===== src/rtl/bw_io_dtl_bscan_pkg.sv =====
// Shared definitions for the DTL pad boundary-scan capture segment.
// Holds per-pad chain layout constants and the {oe,d} pair type.
package bw_io_dtl_bscan_pkg;

    localparam int BSCAN_BITS_PER_PAD = 2;
    localparam int BSCAN_D_OFS        = 0;
    localparam int BSCAN_OE_OFS       = 1;

    // Packed so that oe lands on the odd chain bit and d on the even bit.
    typedef struct packed {
        logic oe;
        logic d;
    } bscan_pair_t;

endpackage


===== src/rtl/bw_io_dtl_bscan_sync2.sv =====
// Two-flop synchroniser for the pad observe vector.
// Ports: clk, rst (async high), i_d (async in), o_q (synchronised out).
module bw_io_dtl_bscan_sync2 #(
    parameter int W = 8
) (
    input  logic         clk,
    input  logic         rst,
    input  logic [W-1:0] i_d,
    output logic [W-1:0] o_q
);

    logic [W-1:0] r_s1;
    logic [W-1:0] r_s2;

    always_ff @(posedge clk or posedge rst) begin
        if (rst) begin
            r_s1 <= '0;
            r_s2 <= '0;
        end else begin
            r_s1 <= i_d;
            r_s2 <= r_s1;
        end
    end

    assign o_q = r_s2;

endmodule


===== src/rtl/bw_io_dtl_bscan_cap.sv =====
// Boundary-scan capture/shift/update segment for NPAD DTL pads.
// Ports: clk, rst, intest_d/oe (async observe), capture/shift/update_dr
// strobes, extest, clr_err, scan_in/out, upd_d/oe, shift_cnt, mis_err.
module bw_io_dtl_bscan_cap
    import bw_io_dtl_bscan_pkg::*;
#(
    parameter int NPAD = 4,
    parameter int CW   = 6
) (
    input  logic            clk,
    input  logic            rst,
    input  logic [NPAD-1:0] intest_d,
    input  logic [NPAD-1:0] intest_oe,
    input  logic            capture_dr,
    input  logic            shift_dr,
    input  logic            update_dr,
    input  logic            extest,
    input  logic            clr_err,
    input  logic            scan_in,
    output logic            scan_out,
    output logic [NPAD-1:0] upd_d,
    output logic [NPAD-1:0] upd_oe,
    output logic [CW-1:0]   shift_cnt,
    output logic            mis_err
);

    localparam int L = NPAD * BSCAN_BITS_PER_PAD;

    bscan_pair_t [NPAD-1:0] w_obs;
    bscan_pair_t [NPAD-1:0] w_upd;
    logic [L-1:0]           w_sync;
    logic [L-1:0]           w_upd_vec;

    logic [L-1:0]    r_sr;
    logic [NPAD-1:0] r_upd_d;
    logic [NPAD-1:0] r_upd_oe;
    logic [CW-1:0]   r_cnt;
    logic            r_err;

    always_comb begin
        w_obs = '0;
        w_upd = '0;
        for (int i = 0; i < NPAD; i++) begin
            w_obs[i].d  = intest_d[i];
            w_obs[i].oe = intest_oe[i];
            w_upd[i].d  = r_upd_d[i];
            w_upd[i].oe = r_upd_oe[i];
        end
    end

    assign w_upd_vec = w_upd;

    bw_io_dtl_bscan_sync2 #(.W(L)) u_sync (
        .clk (clk),
        .rst (rst),
        .i_d (w_obs),
        .o_q (w_sync)
    );

    // Capture outranks shift, which outranks update.
    always_ff @(posedge clk or posedge rst) begin
        if (rst) begin
            r_sr     <= '0;
            r_upd_d  <= '0;
            r_upd_oe <= '0;
            r_cnt    <= '0;
        end else if (capture_dr) begin
            r_sr  <= w_sync;
            r_cnt <= '0;
        end else if (shift_dr) begin
            r_sr <= {scan_in, r_sr[L-1:1]};
            if (r_cnt != '1)
                r_cnt <= r_cnt + CW'(1);
        end else if (update_dr) begin
            for (int i = 0; i < NPAD; i++) begin
                r_upd_d[i]  <= r_sr[BSCAN_BITS_PER_PAD*i+BSCAN_D_OFS];
                r_upd_oe[i] <= r_sr[BSCAN_BITS_PER_PAD*i+BSCAN_OE_OFS];
            end
        end
    end

    // A mismatch set in the same cycle as a clear must win.
    always_ff @(posedge clk or posedge rst) begin
        if (rst)
            r_err <= 1'b0;
        else if (capture_dr && extest && (w_sync != w_upd_vec))
            r_err <= 1'b1;
        else if (clr_err)
            r_err <= 1'b0;
    end

    assign scan_out  = r_sr[0];
    assign upd_d     = r_upd_d;
    assign upd_oe    = r_upd_oe;
    assign shift_cnt = r_cnt;
    assign mis_err   = r_err;

endmodule


===== config.mk =====
export PLATFORM = sky130hd
export DESIGN_NAME = bw_io_dtl_bscan_cap
export DESIGN_NICKNAME = d
export VERILOG_FILES = /design/src/rtl/bw_io_dtl_bscan_pkg.sv /design/src/rtl/bw_io_dtl_bscan_sync2.sv /design/src/rtl/bw_io_dtl_bscan_cap.sv
export SDC_FILE = /design/constraint.sdc
export NUM_CORES = 1
export LEC_CHECK = 0
export ABC_AREA = 1
export BUFFER_PORTS_ARGS = -buffer_cell sky130_fd_sc_hd__clkbuf_2
export CAP_MARGIN = 20
export CORE_UTILIZATION = 50
export CTS_CLUSTER_SIZE = 14
export DETAILED_ROUTE_END_ITERATION = 12
export GPL_TIMING_DRIVEN = 0
export PLACE_DENSITY = 0.74
export SLEW_MARGIN = 15
export SYNTH_ARGS = -nofsm -noshare
export SYNTH_HDL_FRONTEND = slang
export SYNTH_SLANG_ARGS = --single-unit

===== constraint.sdc =====
create_clock -name clk -period 2.1 [get_ports clk]
set_input_delay 0.315 -clock clk [delete_from_list [all_inputs] [get_ports clk]]
set_output_delay 0.315 -clock clk [all_outputs]
set_load 0.005 [all_outputs]

=== After elaboration in Yosys (flattened, before gate mapping) ===
Cells that the tools add are included.

* Bits of input ports: 16
* Output and inout bits: 16
* Register bits after elaboration: 39
* Word-level logic and storage cells: 26

* Equal/unequal tests: 2
* Mux-type cells: 7
* Reduce and logical (&&, ||, !) cells: 7
* Bitwise operators: 2
* $add $sub $neg: 1

{| class="wikitable"
|+ Operators with widths
! operator !! number
|-
| $mux 6 || 3
|-
| $mux 8 || 2
|-
| $ne 8x8->1 || 1
|-
| $add 6x1->6 const B || 1
|-
| $ne 6x6->1 const B || 1
|-
| $reduce_bool 2->1 || 3
|-
| $reduce_and 3->1 || 1
|-
| $logic_and 1x1->1 || 2
|-
| $mux 1 || 2
|-
| $not 1->1 || 2
|-
| $reduce_and 2->1 || 1
|}

=== Depth between registers and ports, before layout ===
Gate-level depths: netlist of run 1.

* Word-level depth: 4
* Mapped depth: 8
* Depth with buffers taken out: 8

=== Modules after synthesis ===
Synthesis of run 1 repeated with hierarchy kept, for this count alone.

* Cells, all modules: 158
* Area, all modules: 1569.0 µm²

{| class="wikitable"
|+ By module, submodules not included
! module !! area each (µm²) !! cells an instance !! instances !! seq. area each (µm²)
|-
| bw_io_dtl_bscan_cap || 1164.9 || 141 || 1 || 575.6
|-
| bw_io_dtl_bscan_sync2 || 404.1 || 17 || 1 || 400.4
|}

=== Worst setup path before layout of run 1 ===
OpenSTA, ideal clock, no wires.

* Path type: flip-flop to flip-flop
* Start: register r_cnt[0] (netlist: shift_cnt[0])
* End: register r_cnt[2] (netlist: shift_cnt[2])
* Library setup time: 0.127 ns
* Stages on the path, launching flop included: 7
* Data required time: 1.973 ns
* Setup slack: 0.894 ns
* Path buffers: 0
* Data arrival time: 1.079 ns
* Clock period less this slack: 1.206 ns
* Path through: dfrtp_1 -> ha_1 -> nand3_1 -> inv_1 -> nand2_2 -> o21ai_4 -> o21ai_0

* Longest elaborated chain between the ends: 4
* Elaborated cells on any way between the ends: 7
* Classes of those cells: add/sub (1); eq/ne (1); mux (3); reduce/logical (2)

{| class="wikitable"
|+ Ends and longest elaborated chain
! item !! RTL line !! source
|-
| from (decl) || bw_io_dtl_bscan_cap.sv:37 || <nowiki>logic [CW-1:0] r_cnt;</nowiki>
|-
| from (signal assigned) || bw_io_dtl_bscan_cap.sv:73 || <nowiki>r_cnt <= r_cnt + CW'(1);</nowiki>
|-
| $add 6x1->6 || bw_io_dtl_bscan_cap.sv:73 ||
|-
| $mux 6 || bw_io_dtl_bscan_cap.sv:72 || <nowiki>if (r_cnt != '1)</nowiki>
|-
| $mux 6 || bw_io_dtl_bscan_cap.sv:70 || <nowiki>end else if (shift_dr) begin</nowiki>
|-
| $mux 6 || bw_io_dtl_bscan_cap.sv:67 || <nowiki>end else if (capture_dr) begin</nowiki>
|}

Parallel ways exist; a longest one is shown, timed or not. The select of a mux whose other input is x is not followed.
A chain may end at the register's enable or synchronous reset.

=== Worst setup path in the final report of run 1 ===
* Start: register r_cnt[0] (netlist: shift_cnt[0])
* End: register r_cnt[3] (netlist: shift_cnt[3])

The elaborated chain is that of the path after synthesis.

==> summary.txt, run 1 <==
Status
  – Outcome: finished with violations
  – Failing checks: design-rule violations

Synth
  – Post-Syn Area: 1600 um2
  – Area share of the largest cell type after synthesis: 61.0%
  – EDFF count, synth: 0
  – Distinct cell type count after synthesis: 24
  – Mean Syn Cell Area: 9.76 um2
  – Yosys warns: 0
  – Asr flop ratio synth: 100%
  – Top post-synthesis cells by area: dfrtp_1 61%, nand2_1 9.6%, inv_1 6.3%
  – Commonest register cell after synthesis: dfrtp_1
  – Most common cell in the netlist: nand2_1
  – Commonest cells in the synthesized netlist: 41 x nand2_1, 39 x dfrtp_1, 27 x inv_1
  – Yosys top cell by area: dfrtp_1
  – Gate Count Post-Synth: 164
  – Seq/Total Area, Yosys: 61.0%
  – Register bit count reported by yosys: 39
  – Mapped Nets: 181

Drt
  – Via-per-instance ratio: 4.74
  – Routed WL: roughly 2.9 mm
  – DR pass1 iterations: 8
  – Routed Antenna Nets: 0
  – Residual DRC: 1
  – First DRT Iteration DRCs: 46
  – Vias: 1171
  – Avg WL per Cell: 11.6 um

Clock network
  – Root Buffer: clkbuf_4
  – Total setup buffers inserted after CTS: 0
  – CTS tree: built
  – Clock input transition at the sequential cells of the worst setup and hold paths: between 0.1 and 0.15 ns
  – H-Tree Depth: 2
  – Worst-Skew Late Latency: 0.34 ns
  – Total CTS buffers: 5
  – Clk buf depth: 2
  – CTS Sinks: 39

Worst setup path
  – Crit Reg-Reg Startpoint: shift_cnt[0]
  – Crit-path max cell delay: 0.44 ns
  – Crit path kind: reg2reg
  – Required time worst endpoint: 2.36 ns
  – Cell Chain, Critical Path: ha_1 -> nand3_1 -> inv_1 -> nand2_2 -> o21ai_4 -> nand2_1 -> o21ai_0
  – Crit path DAT: 1.64 ns
  – Crit path from: shift_cnt[0]
  – CP Launch Type: register
  – CP max-delay cell: dfrtp_1
  – Critical Path Sink Type: register
  – Top fanout value on the critical path: 7
  – CP top delay family: flip-flops
  – Buf/Inv on CP: 1

GRT
  – Vias in the first global route: 1081
  – Total gr overflow: 0
  – Initial antenna violation count: 0
  – First-pass GRT wire length: 4.89 mm
  – GR Util All Layers: 19.6%
  – Pin count of the biggest net entering global routing: 24

Worst hold path
  – Worst hold path type: in2reg
  – Hold path start: intest_d[0]

Place
  – Placed cell area: approximately 1800 um2
  – Cell Count Post-Placement: 238
  – Port Buffers: 29
  – Post-DP HPWL: 2.13 mm
  – Routability cong.: 0.774

Floorplan
  – Rows: 20
  – Top Ports: 32
  – Die height: just under 60 um
  – Die Wd: just under 60 um
  – Die ar.: 3430 um2
  – Initial Util: 52.4%
  – Core area: 3050 um2

Finish
  – Fin nets: 219
  – Final core occ: 63.0%
  – Antenna cells: 0
  – Area delta synth->final: 20.1%
  – Register area: between 900 and 1000 um2
  – Final instance count without filler cells: 247
  – FILL cells: 273
  – Area of the multi-input gates: 488 um2
  – Layout cells sized above 1: 24.1%
  – Design Area, Final: 1920 um2

STA
  – RSZ-0062 raised after global routing: no
  – Fmax: between 0.7 and 0.8 GHz
  – Slew @ Worst Pin: about 0.39 ns
  – Max transition margin: 74.1%
  – Tmin final: ~1.4 ns
  – Post-route setup TNS: 0 ns
  – Worst Clk Skew: 0.00518 ns
  – Final Setup Violations: 0
  – Period utilization: 65.6%
  – Final Hold Fails: 0
  – Fin. max-slew vios: 0

Pwr
  – Power Density: 831 nW/um2
  – Leakage power total: 1.02 nW
  – Peak VDD IR: approximately 0.48 mV

Job
  – Max-cap violations: 0
[what timing repair did]
item                      CTS  global route
hold endpoints to repair   16             0
gates resized for setup     0             0
hold buffers                1             0
[layer usage]
metal	global-route usage (%)	part of all wire, %
met5	0	0
met4	7.14	1.5
met3	5.93	4.6
met2	31.4	49
met1	25.6	45
[state kept, by name (all words and copies together) (netlist names)]
name and cells:
r_sr 8, mis_err 1, u_sync.o_q 8, shift_cnt 6, u_sync.r_s1 8, upd_d 4
upd_oe 4
[worst paths after layout]
kind | end | slack (ns) | depth (start not counted)
worst max-delay path | shift_cnt[3] | 0.72 | 7
worst min-delay path | u_sync.r_s1[0] | 0.07 | 1
worst max register to register | shift_cnt[3] | 0.72 | 7
worst min register to register | u_sync.o_q[1] | 0.36 | 0
max in group asynchronous | u_sync.o_q[6] | 1.20 | 4
min in group asynchronous | r_sr[5] | 0.47 | 3
[cells by family after synthesis]
group | synth area share (%)
compound gates | 11.0
xor+xnor | 2.19
fa+ha+maj | 0.782
buf+inv | 8.52
flops | 61.0
mux | 0.704
simple gates | 15.8
[report_power, final]
| part | leakage, nW | total, mW | switching, mW | internal (mW) |
|---|---|---|---|---|
| clock network | 0.0418 | 0.512 | 0.258 | 0.254 |
| registers | 0.467 | 0.869 | 0.0518 | 0.817 |
| logic | 0.508 | 0.217 | 0.113 | 0.104 |
| total | 1.02 | 1.60 | 0.423 | 1.17 |
[layout by cell type (no fill, tap or decap)]
cell           netlist  final
inv_2                1      2
mux2_1               1      1
or2_2                1      1
clkbuf_4             0      5
clkbuf_2             0     29
nand2_1             41     41
nor2_8               1      1
o22ai_1              7      7
buf_4                2      2
a21oi_1              2      2
nor2_1               5      5
a31oi_1              6      6
nor3_1               1      1
a221oi_1             1      1
o21ai_1              7      7
inv_6                0      1
bufinv_16            0      1
buf_16               0      1
nand4_1              1      1
nand3_1              6      6
xnor2_1              4      4
dfrtp_1             39     39
dlygate4sd3_1        0      1
clkinvlp_4           0      1
buf_2                1      1
nand2_2              2      2
ha_1                 1      1
o21ai_4              1      1
buf_6                1      1
o21ai_0              5      5
inv_1               27     26
[metrics by stage]
stage	hold WS, ns	power (mW)	setup slack, ns
after floorplan	0.331	1.01	0.894
after global placement	0.333	1.09	0.453
after detailed placement	0.305	1.10	0.757
after CTS	0.0539	1.61	0.740
after global routing	0.0326	1.68	0.576
final	0.0650	1.60	0.723
[area by class of cell]
| cell class | count | area share (%) |
|---|---|---|
| flip-flops and latches | 39 | 50.8 |
| multi-input cells | 93 | 25.4 |
| repair buffers | 31 | 9.51 |
| inverters | 28 | 5.47 |
| well taps | 44 | 2.86 |
| clock inverters | 3 | 2.41 |
| clock buffers | 5 | 1.95 |
| plain buffers | 4 | 1.63 |
Note: power is estimated with default switching activity, not from simulation.
==> run 2, diff against run 1 <==
CORE_UTILIZATION = 48   (was 50)
clock period = 1.2 ns   (was 2.1 ns; I/O delays follow)
==> summary.txt, run 2 (synthesis gave the netlist of run 1 again) <==
Status
  – Outcome: finished with violations (unchanged)
  – Failing checks: negative setup slack (was design-rule violations)

Place
  – Cell Count Post-Placement: 238 (unchanged)
  – Routability cong.: 0.788 (was 0.774)
  – Port Buffers: 29 (unchanged)
  – Post-DP HPWL: 2.22 mm (was 2.13 mm)

Worst setup path
  – Cell depth of the worst setup path: 7 (unchanged)
  – FF-to-FF path depth: 7 (unchanged)
  – Cell Chain, Critical Path: ha_2 -> nand3_4 -> inv_2 -> nand2_4 -> o21ai_4 -> nand2_1 -> o21ai_1 (was ha_1 -> nand3_1 -> inv_1 -> nand2_2 -> o21ai_4 -> nand2_1 -> o21ai_0)
  – Crit Reg-Reg Startpoint: shift_cnt[1] (was shift_cnt[0])
  – Critical Path Sink Type: register (unchanged)
  – Crit path to: shift_cnt[3] (unchanged)
  – Required time worst endpoint: 1.48 ns (was 2.36 ns)
  – Worst reg2reg endpoint: shift_cnt[3] (unchanged)
  – CP max-delay cell: dfrtp_1 (unchanged)
  – CP top delay family: flip-flops (unchanged)
  – Crit-path max cell delay: 0.39 ns (was 0.44 ns)
  – Crit path from: shift_cnt[1] (was shift_cnt[0])
  – Crit path kind: reg2reg (unchanged)
  – Crit path DAT: 1.56 ns (was 1.64 ns)
  – CP Launch Type: register (unchanged)
  – R2R Setup Slk: -0.08 ns (was 0.72 ns)
  – Buf/Inv on CP: 1 (unchanged)
  – Top fanout value on the critical path: 7 (unchanged)

STA
  – Worst Clk Skew: 0.0103 ns (was 0.00518 ns)
  – Final worst setup slack: -0.0761 ns (was 0.723 ns)
  – Tmin final: 1.28 ns (was 1.38 ns)
  – Slew @ Worst Pin: 0.255 ns (was 0.388 ns)
  – Fmax: 0.784 GHz (was 0.726 GHz)
  – Fin. max-slew vios: 0 (unchanged)
  – Post-route setup TNS: -0.208 ns (was 0 ns)
  – Period utilization: 106% (was 65.6%)
  – RSZ-0062 raised after global routing: yes (was no)
  – WHS: 0.0417 ns (was 0.0650 ns)
  – Final Hold Fails: 0 (unchanged)
  – Final Setup Violations: 5 (was 0)
  – Max transition margin: 83.0% (was 74.1%)

Floorplan
  – Rows: 20 (unchanged)
  – Die ar.: 3570 um2 (was 3430 um2)
  – Top Ports: 32 (unchanged)
  – Core area: 3100 um2 (was 3050 um2)
  – Initial Util: 51.6% (was 52.4%)
  – Die height: 59.7 um (was 58.6 um)
  – Die Wd: 59.7 um (was 58.6 um)

Clock network
  – Worst-Skew Late Latency: 0.35 ns (was 0.34 ns)
  – H-Tree Depth: 2 (unchanged)
  – CTS Sinks: 39 (unchanged)
  – Root Buffer: clkbuf_4 (unchanged)
  – CTS tree: built (unchanged)
  – Clock input transition at the sequential cells of the worst setup and hold paths: 0.12 ns (about the same)
  – Total CTS buffers: 5 (unchanged)
  – Clk buf depth: 2 (unchanged)

Worst hold path
  – Worst hold path type: in2reg (unchanged)

Drt
  – Residual DRC: 0 (was 1)
  – DR pass1 iterations: 4 (was 8)
  – Routed WL: 3.09 mm (was 2.87 mm)
  – First DRT Iteration DRCs: 25 (was 46)
  – Via-per-instance ratio: 4.72 (was 4.74)
  – Routed Antenna Nets: 0 (unchanged)
  – Vias: 1222 (was 1171)
  – Avg WL per Cell: 11.9 um (was 11.6 um)

Finish
  – Commonest non-fill, non-tap cell in the layout: nand2_1 (unchanged)
  – Area of the multi-input gates: 508 um2 (was 488 um2)
  – FILL cells: 262 (was 273)
  – Commonest non-fill, non-tap cells in the layout: 41 x nand2_1, 38 x dfrtp_1, 29 x clkbuf_2 (was 41 x nand2_1, 39 x dfrtp_1, 29 x clkbuf_2)
  – Area delta synth->final: 28.5% (was 20.1%)
  – Register area: 977 um2 (was 976 um2)
  – Layout cells sized above 1: 27.0% (was 24.1%)
  – Antenna cells: 0 (unchanged)
  – Fin nets: 231 (was 219)
  – Final core occ: 66.3% (was 63.0%)
  – Final instance count without filler cells: 259 (was 247)

GRT
  – First-pass GRT wire length: 5.11 mm (was 4.89 mm)
  – GR Util All Layers: 20.3% (was 19.6%)
  – Initial antenna violation count: 0 (unchanged)
  – Total gr overflow: 0 (unchanged)
  – Pin count of the biggest net entering global routing: 30 (was 24)
  – Vias in the first global route: 1172 (was 1081)

Pwr
  – Leakage power total: 1.08 nW (was 1.02 nW)
  – Power Density: 1400 nW/um2 (was 831 nW/um2)
  – Peak VDD IR: 0.885 mV (was 0.482 mV)
  – Total Power: 2.88 mW (was 1.60 mW)

Job
  – Max-cap violations: 0 (unchanged)
-- run 2: cell count changes in the layout (fill, tap and decap cells not counted), moves of 2 or more --
cell           before  now
dlygate4sd3_1       1    9
o21ai_1             7   10
inv_2               2    4
o21ai_0             5    2
inv_1              26   24
buf_4               2    5
-- run 2: worst min-delay path, delay by kind of cell --
kind                   cells  cell delay, ns
buffers and inverters      2            0.10
AND/OR/NAND/NOR            2            0.09
-- run 2: worst min path at each step --
stage | startpoint | to | slack [ns] | cells past startpoint
6_report | clr_err | mis_err | 0.04 | 4
4_1_cts | clr_err | mis_err | 0.04 | 4
3_3_place_gp | intest_d[2] | u_sync.r_s1[4] | 0.29 | 1
5_1_grt | clr_err | mis_err | 0.05 | 4
2_1_floorplan | intest_d[0] | u_sync.r_s1[0] | 0.21 | 0
3_5_place_dp | rst | u_sync.r_s1[5] | 0.11 | 2
-- run 2: stage by stage --
stage	setup WS, ns	area (um2)
6_report	-0.0761	2060
5_1_grt	-0.139	2060
4_1_cts	-0.0822	2030
3_5_place_dp	-0.164	1830
3_3_place_gp	-0.309	1810
2_1_floorplan	-0.00584	1610
-- run 2: per-layer routing --
| metal | GRT usage [%] | vias to the layer above | part of all wire [%] |
|---|---|---|---|
| met5 | 0 | - | 0 |
| met4 | 5.98 | 0 | 1.2 |
| met3 | 7.14 | 5 | 4.1 |
| met2 | 33.7 | 27 | 51 |
| met1 | 25.0 | 570 | 44 |
| li1 | - | 620 | - |
-- run 2: what timing repair did --
item,CTS,global route
pin swaps,5,5
setup buffers,3,1
gates resized for setup,2,6
cloned,0,0
endpoints found under the hold margin,38,0
setup endpoints to repair,5,8
hold buffers,9,0
-- run 2: final cells by class --
cell class              count  share of cell area [%]
flip-flops and latches     39                    47.5
multi-input cells          93                    24.7
repair buffers             43                    14.1
inverters                  28                    5.11
well taps                  44                    2.68
clock buffers               6                    2.50
clock inverters             2                    1.89
plain buffers               4                    1.52
-- run 2: power by group --
part           total, mW  switching [mW]  leakage (nW)  internal [mW]
Combinational      0.419           0.213         0.569          0.206
Sequential          1.52          0.0868         0.465           1.43
Clock              0.943           0.440        0.0489          0.503
Total               2.88           0.740          1.08           2.14
==> run 3, diff against run 2 <==
SKIP_CTS_REPAIR_TIMING = 1   (was default)
==> summary.txt, run 3 (synthesis gave the netlist of run 1 again) <==
Status
  – Outcome: finished with violations (unchanged)
  – Failing checks: negative setup slack (unchanged)

Finish
  – Area delta synth->final: 29.1% (was 28.5%)
  – Commonest non-fill, non-tap cell in the layout: nand2_1 (unchanged)
  – FILL cells: 259 (was 262)
  – Layout cells sized above 1: 27.9% (was 27.0%)
  – Antenna cells: 0 (unchanged)
  – Fin nets: 231 (unchanged)
  – Commonest non-fill, non-tap cells in the layout: 41 x nand2_1, 35 x dfrtp_1, 29 x clkbuf_2 (was 41 x nand2_1, 38 x dfrtp_1, 29 x clkbuf_2)
  – Design Area, Final: 2070 um2 (was 2060 um2)

Floorplan
  – Die height: 59.7 um (unchanged)
  – Initial Util: 51.6% (unchanged)
  – Die Wd: 59.7 um (unchanged)
  – Rows: 20 (unchanged)
  – Top Ports: 32 (unchanged)
  – Core area: 3100 um2 (unchanged)
  – Die ar.: 3570 um2 (unchanged)

Drt
  – Avg WL per Cell: 11.8 um (was 11.9 um)
  – Routed Antenna Nets: 0 (unchanged)
  – Residual DRC: 0 (unchanged)
  – Routed WL: 3.06 mm (was 3.09 mm)
  – DR pass1 iterations: 4 (unchanged)
  – Via-per-instance ratio: 4.70 (was 4.72)
  – Vias: 1218 (was 1222)
  – First DRT Iteration DRCs: 23 (was 25)

GRT
  – Initial antenna violation count: 0 (unchanged)
  – Pin count of the biggest net entering global routing: 30 (unchanged)
  – GR Util All Layers: 19.7% (was 20.3%)
  – Total gr overflow: 0 (unchanged)
  – Vias in the first global route: 1105 (was 1172)
  – First-pass GRT wire length: 4.94 mm (was 5.11 mm)

Worst setup path
  – CP Launch Type: register (unchanged)
  – Crit path kind: reg2reg (unchanged)
  – Top fanout value on the critical path: 7 (unchanged)
  – Critical Path Sink Type: register (unchanged)
  – Required time worst endpoint: 1.48 ns (about the same)
  – CP top delay family: flip-flops (unchanged)
  – CP max-delay cell: dfrtp_2 (was dfrtp_1)
  – Crit path DAT: 1.56 ns (about the same)
  – Buf/Inv on CP: 1 (unchanged)
  – Cell Chain, Critical Path: ha_4 -> nand3_4 -> inv_2 -> nand2_4 -> o21ai_4 -> nand2_1 -> o21ai_1 (was ha_2 -> nand3_4 -> inv_2 -> nand2_4 -> o21ai_4 -> nand2_1 -> o21ai_1)
  – Crit-path max cell delay: 0.44 ns (was 0.39 ns)

Clock network
  – Clock input transition at the sequential cells of the worst setup and hold paths: 0.12 ns (about the same)
  – Root Buffer: clkbuf_4 (unchanged)
  – Worst-Skew Late Latency: 0.35 ns (about the same)
  – CTS Sinks: 39 (unchanged)
  – CTS tree: built (unchanged)
  – Total CTS buffers: 5 (unchanged)
  – Clk buf depth: 2 (unchanged)
  – H-Tree Depth: 2 (unchanged)

Pwr
  – Leakage power total: 1.08 nW (about the same)
  – Peak VDD IR: 0.882 mV (was 0.885 mV)
  – Total Power: 2.87 mW (was 2.88 mW)
  – Power Density: 1390 nW/um2 (was 1400 nW/um2)

Place
  – Post-DP HPWL: 2.22 mm (unchanged)
  – Pre-CTS setup slack: -0.164 ns (unchanged)
  – Placed cell area: 1830 um2 (unchanged)
  – Port Buffers: 29 (unchanged)
  – Routability cong.: 0.788 (unchanged)

STA
  – Post-route setup TNS: -0.310 ns (was -0.208 ns)
  – Fmax: 0.776 GHz (was 0.784 GHz)
  – Final Setup Violations: 5 (unchanged)
  – Fin. max-slew vios: 0 (unchanged)
  – Tmin final: 1.29 ns (was 1.28 ns)
  – RSZ-0062 raised after global routing: yes (unchanged)
  – Final Hold Fails: 0 (unchanged)
  – Worst Clk Skew: 0.0119 ns (was 0.0103 ns)
  – Max transition margin: 82.8% (was 83.0%)
  – Final worst setup slack: -0.0888 ns (was -0.0761 ns)
  – Period utilization: 107% (was 106%)
  – Slew @ Worst Pin: 0.258 ns (was 0.255 ns)

Job
  – Max-cap violations: 0 (unchanged)

Worst hold path
  – Worst hold path type: in2reg (unchanged)
[run 3: worst paths after layout]
check / startpoint / depth (start not counted) / slack, ns / to
worst min-delay path: clr_err / 4 / 0.04 / mis_err
min in group asynchronous: rst / 3 / 0.30 / u_sync.r_s1[3]
worst max register to register: shift_cnt[1] / 7 / -0.09 / shift_cnt[3]
worst min register to register: u_sync.r_s1[1] / 0 / 0.35 / u_sync.o_q[1]
max in group asynchronous: rst / 4 / 0.48 / u_sync.o_q[6]
worst max-delay path: shift_cnt[1] / 7 / -0.09 / shift_cnt[3]
[run 3: layout make-up]
class                           instances  area (um2)  share of cell area, %
Sequential cell                        39         981                   47.5
Multi-Input combinational cell         93         518                   25.1
Timing Repair Buffer                   43         285                   13.8
Inverter                               28         105                   5.09
Tap cell                               44        55.1                   2.67
Clock buffer                            6        51.3                   2.48
Clock inverter                          2        38.8                   1.88
Buffer                                  4        31.3                   1.51
[run 3: worst reg2reg max path, cell delays in order, from the launching register on]
cell,delay (ns)
dfrtp_2,0.44
ha_4,0.17
nand3_4,0.08
inv_2,0.07
nand2_4,0.05
o21ai_4,0.23
nand2_1,0.10
o21ai_1,0.08
[run 3: per-stage QoR]
stage,hold WS [ns],utilization [%],std cells
floorplan,0.211,-,164
global placement,0.288,58.3,237
detailed placement,0.111,58.9,238
CTS,-0.282,61.8,246
global route,0.0500,66.6,259
finish,0.0436,66.6,259
[run 3: per-layer routing]
layer	routed length, um	GRT usage (%)	vias up
met5	0	0	-
met4	36	5.98	0
met3	122	7.14	5
met2	1560	32.5	25
met1	1340	24.2	564
li1	-	-	624
[run 3: where the power goes]
part	leakage (nW)	internal, mW	switching [mW]
Sequential	0.461	1.43	0.0913
Combinational	0.571	0.206	0.210
Clock	0.0489	0.503	0.428
